[config.mk]
export PLATFORM = sky130hd
export DESIGN_NAME = main_control
export DESIGN_NICKNAME = d
export VERILOG_FILES = /design/src/rtl/main_control.sv
export SDC_FILE = /design/constraint.sdc
export NUM_CORES = 1
export LEC_CHECK = 0
export BUFFER_PORTS_ARGS = -buffer_cell sky130_fd_sc_hd__buf_4
export CAP_MARGIN = 25
export CORE_AREA = 4 4 41 43
export CTS_BUF_LIST = sky130_fd_sc_hd__clkbuf_16
export DETAILED_ROUTE_END_ITERATION = 8
export DIE_AREA = 0 0 45 47
export SETUP_SLACK_MARGIN = 0.3
export SLEW_MARGIN = 20
export SYNTH_ARGS = -nofsm -noshare
export SYNTH_HDL_FRONTEND = slang
export SYNTH_SLANG_ARGS = --single-unit
[constraint.sdc]
create_clock -name clk -period 0.8 [get_ports clk]
set_input_delay 0.16 -clock clk [delete_from_list [all_inputs] [get_ports clk]]
set_output_delay 0.16 -clock clk [all_outputs]
set_load 0.05 [all_outputs]
[src/rtl/main_control.sv]
// Main control decoder: opcode -> registered datapath controls, with stall/flush.
// Optional macro MAIN_CONTROL_RV32I_EXT_EN adds I-type ALU, LUI and JAL decode.
module main_control #(
  parameter bit OPCODE_BIT_REVERSED = 1'b1
) (
  input  logic       clk,
  input  logic       rst_n,
  input  logic [6:0] opcode,
  input  logic       opcode_valid,
  input  logic       stall,
  input  logic       flush,
  output logic       alu_src,
  output logic       mem_to_reg,
  output logic       reg_write,
  output logic       mem_read,
  output logic       mem_write,
  output logic       branch,
  output logic [1:0] alu_op,
  output logic       illegal
);

  typedef struct packed {
    logic       alu_src;
    logic       mem_to_reg;
    logic       reg_write;
    logic       mem_read;
    logic       mem_write;
    logic       branch;
    logic [1:0] alu_op;
    logic       illegal;
  } ctrl_t;

  localparam logic [6:0] OP_R_TYPE = 7'b0110011;
  localparam logic [6:0] OP_LOAD   = 7'b0000011;
  localparam logic [6:0] OP_STORE  = 7'b0100011;
  localparam logic [6:0] OP_BRANCH = 7'b1100011;
`ifdef MAIN_CONTROL_RV32I_EXT_EN
  localparam logic [6:0] OP_I_ALU  = 7'b0010011;
  localparam logic [6:0] OP_LUI    = 7'b0110111;
  localparam logic [6:0] OP_JAL    = 7'b1101111;
`endif

  logic [6:0] norm_opcode;
  ctrl_t      dec;
  ctrl_t      ctrl_q;

  always_comb begin
    norm_opcode = '0;
    for (int i = 0; i < 7; i++) begin
      norm_opcode[i] = OPCODE_BIT_REVERSED ? opcode[6-i] : opcode[i];
    end
  end

  always_comb begin
    // NOTE: assign a full default before the case so no path leaves dec unassigned (no latch).
    dec = '0;
    if (opcode_valid) begin
      unique case (norm_opcode)
        OP_R_TYPE: begin dec.reg_write = 1'b1; dec.alu_op = 2'b10; end
        OP_LOAD: begin
          dec.alu_src    = 1'b1;
          dec.mem_to_reg = 1'b1;
          dec.reg_write  = 1'b1;
          dec.mem_read   = 1'b1;
        end
        OP_STORE:  begin dec.alu_src = 1'b1; dec.mem_write = 1'b1; end
        OP_BRANCH: begin dec.branch = 1'b1; dec.alu_op = 2'b01; end
`ifdef MAIN_CONTROL_RV32I_EXT_EN
        OP_I_ALU: begin dec.alu_src = 1'b1; dec.reg_write = 1'b1; dec.alu_op = 2'b11; end
        OP_LUI:   begin dec.alu_src = 1'b1; dec.reg_write = 1'b1; end
        OP_JAL:   begin dec.reg_write = 1'b1; dec.branch = 1'b1; end
`endif
        default:  dec.illegal = 1'b1;
      endcase
    end
  end

  // Flush outranks stall so a squashed slot never holds a stale instruction.
  always_ff @(posedge clk or negedge rst_n) begin
    // NOTE: state registers use non-blocking assignments to avoid simulation ordering races.
    if (!rst_n)      ctrl_q <= '0;
    else if (flush)  ctrl_q <= '0;
    else if (!stall) ctrl_q <= dec;
  end

  assign alu_src    = ctrl_q.alu_src;
  assign mem_to_reg = ctrl_q.mem_to_reg;
  assign reg_write  = ctrl_q.reg_write;
  assign mem_read   = ctrl_q.mem_read;
  assign mem_write  = ctrl_q.mem_write;
  assign branch     = ctrl_q.branch;
  assign alu_op     = ctrl_q.alu_op;
  assign illegal    = ctrl_q.illegal;

endmodule

==> summary.md <==
| Metric | Value |
|---|---|
| Status | finished, violations left |
| Violated checks | setup timing |
| Final wirelength | 1026 um |
| Via count of the first global-routing pass | between 300 and 400 |
| Drt drc | 0 |
| CTS tree | built |
| Longest Clk Path Bufs | 2 |
| Worst hold path type | in2reg |
| Startpoint class of the critical path | flop |
| Max-capacitance violation count | 0 |
| Synthesis-stage register bit count | 8 |
| Area occupied by multi-input gates | a little under 200 um^2 |
| YS warnings | 0 |
| H-tree depth | 1 |
| Routed len/inst | about 13 um |
| Max reg flops | 2 |
| Post-route design area | 747.0 um^2 |
| Clk pin slew, worst setup/hold paths | roughly 40 ps |
| Final HPWL DP | a little under 800 um |
| Final setup skew | 0 ps |
| Worst EP arrival | 810 ps |
| N_diodes | 0 |
| Layout cells sized above 1 | 0.7460 |
| I/O pins | 21 |
| Minimum period implied by the final worst setup slack | roughly 970 ps |
| Largest net degree at the start of global routing | 9 |
| Final Util | 0.5740 |
| Sink Count | 8 |
| Register area | approximately 210 um^2 |
| Layout area overhead | 97.68% |
| Min Hold Slack | 115.6 ps |
| Dominant cell type by area after synthesis | dfrtp_1 |
| Row cnt | 13 |
| Die height | between 40 and 50 um |
| Tcrit/Tclk final | 1.209 |
| Post-synth ARST share | 1.000 |
| Final ANT Viol Nets | 0 |
| Seq/Total Area, Yosys | 0.5298 |
| Crit-path leading delay family | flip-flops |
| Post-synth top cells | dfrtp_1 (8), nand2_1 (5), nor2_1 (4) |
| NumNets Final | slightly below 80 |
| Die ar. | around 2100 um^2 |
| Crit path kind | reg2out |
| Clk root buf | clkbuf_16 |
| Core ar. | roughly 1300 um^2 |
| Placement Cell Area | between 500 and 600 um^2 |
| Max VDD drop | about 1.1 mV |
| Final Max Tran Viols | 0 |
| Fill cells | 114 |
| Initial DRT Pass Iterations | 4 |
| Clk_lat worst skew | about 230 ps |
| Cell Area, Synth | 377.9 um^2 |
| Final Power | 1.396 mW |
| Post-synthesis cell count | 34 |
| Syn_nets | between 40 and 50 |
| Total Routing Usage GR | 0.1076 |
| Netlist cell types | 17 |
| Syn_area_per_cell | 11.11 um^2 |
| Critical-path maximum fanout | 3 |
| Hold Fails Final Rpt | 0 |
| Initial antenna violation count | 0 |
| Main synth FF type | dfrtp_1 |
| Via density per instance | ~4.9 |
| Crit path capture type | output pin |
| Global-route wire length before repair | 1621 um |
| CP required | about 640 ps |
| Total gr overflow | 0 |
| P_leak | 0.3441 nW |
| Yosys top cell area share | 0.5298 |
| Final setup viols | 11 |
| Fmax | 1034 MHz |
| Post-CTS Setup Bufs | 0 |
| GPL Wtd Cong | 0.8781 |
| Crit-path cells | buf_6 |
| Post-synth EDFFs | 0 |
| CTS buffer count | 3 |
| Relative slew slack | 0.7949 |
| DR vias | 382 |
| Power Density | approximately 1900 nW/um^2 |
| Iter 0 DRT Violations | 6 |
| Buffers on Ports | 20 |
| Dpl ws | -263.0 ps |
| Count leader, synth | dfrtp_1 |
| Max stage delay on crit path | between 400 and 500 ps |
| CP max-delay cell | dfrtp_2 |
| Synth area leaders | dfrtp_1 (53%), a32o_1 (7.9%), nand2_1 (5.0%), and4bb_4 (4.3%), nor2_1 (4.0%) |
| DIE WIDTH | around 45 um |
| Worst path bufs/invs | 1 |
| Starting Density | 0.2904 |
| Worst-margin pin slew | a little over 300 ps |
| RSZ-0062 raised after global routing | yes |
| Post-route setup slack | -167.5 ps |
per-stage QoR:
stage | setup TNS (ps) | cells
final | -1343 | 78
after detailed placement | -1602 | 74
after global placement | -1571 | 74
after CTS | -1380 | 78
after global routing | -1573 | 78
after floorplan | -491.7 | 34
final cells by class:
cell class	instances	share of cell area
Clock buffer	3	0.1005
Inverter	1	0.005025
Multi-Input combinational cell	24	0.2630
Sequential cell	8	0.2814
Tap cell	15	0.02513
Timing Repair Buffer	27	0.3250
routing by layer:
| layer | routed length (um) | vias up | track usage |
|---|---|---|---|
| met5 | 0 | - | 0 |
| met4 | 0 | 0 | 0.03509 |
| met3 | 82 | 0 | 0.03448 |
| met2 | 501 | 15 | 0.1751 |
| met1 | 443 | 182 | 0.1352 |
| li1 | - | 185 | - |
timing repair:
action,in CTS,in global routing
hold buffers,1,0
pin swaps,5,1
endpoints found under the setup margin,17,17
endpoints found under the hold margin,8,0
resized for setup,14,3
power breakdown:
part	switching [mW]	total, mW	internal (mW)
registers	0.00291	0.414	0.411
clock network	0.182	0.825	0.643
logic	0.0743	0.158	0.0833
total	0.259	1.40	1.14
worst paths after layout:
kind | cells after the start | start | end | slack (ps)
worst max-delay path | 1 | mem_to_reg$_DFFE_PN0P_ | mem_read | -170
worst min-delay path | 2 | flush | alu_src$_DFFE_PN0P_ | 120
worst max register to register | 2 | alu_src$_DFFE_PN0P_ | alu_src$_DFFE_PN0P_ | 70
worst min register to register | 2 | alu_op[1]$_DFFE_PN0P_ | alu_op[1]$_DFFE_PN0P_ | 490
max in group asynchronous | 2 | rst_n | mem_write$_DFFE_PN0P_ | 370
min in group asynchronous | 2 | rst_n | reg_write$_DFFE_PN0P_ | 290
layout by cell type, fill, tap and decap left out:
cell type | netlist | final
o21ai_2 | 0 | 2
nand3_4 | 0 | 1
nand2_1 | 5 | 4
and2b_4 | 1 | 1
dlygate4sd3_1 | 0 | 1
buf_4 | 1 | 16
nor2_1 | 4 | 4
xor2_1 | 1 | 1
inv_1 | 1 | 1
nand2_2 | 0 | 1
nor2b_2 | 0 | 1
clkbuf_16 | 0 | 3
a32o_2 | 1 | 1
a32oi_1 | 1 | 1
o31ai_2 | 0 | 1
o211ai_1 | 1 | 1
a32o_1 | 3 | 3
and3_4 | 1 | 1
buf_6 | 0 | 10
dfrtp_2 | 0 | 8
and4bb_4 | 1 | 1
cell families after synthesis:
group | synth area share
xor+xnor | 0.02318
compound gates | 0.1987
flops | 0.5298
buf+inv | 0.02980
simple gates | 0.2185
Note: power is estimated with default switching activity, not from simulation.
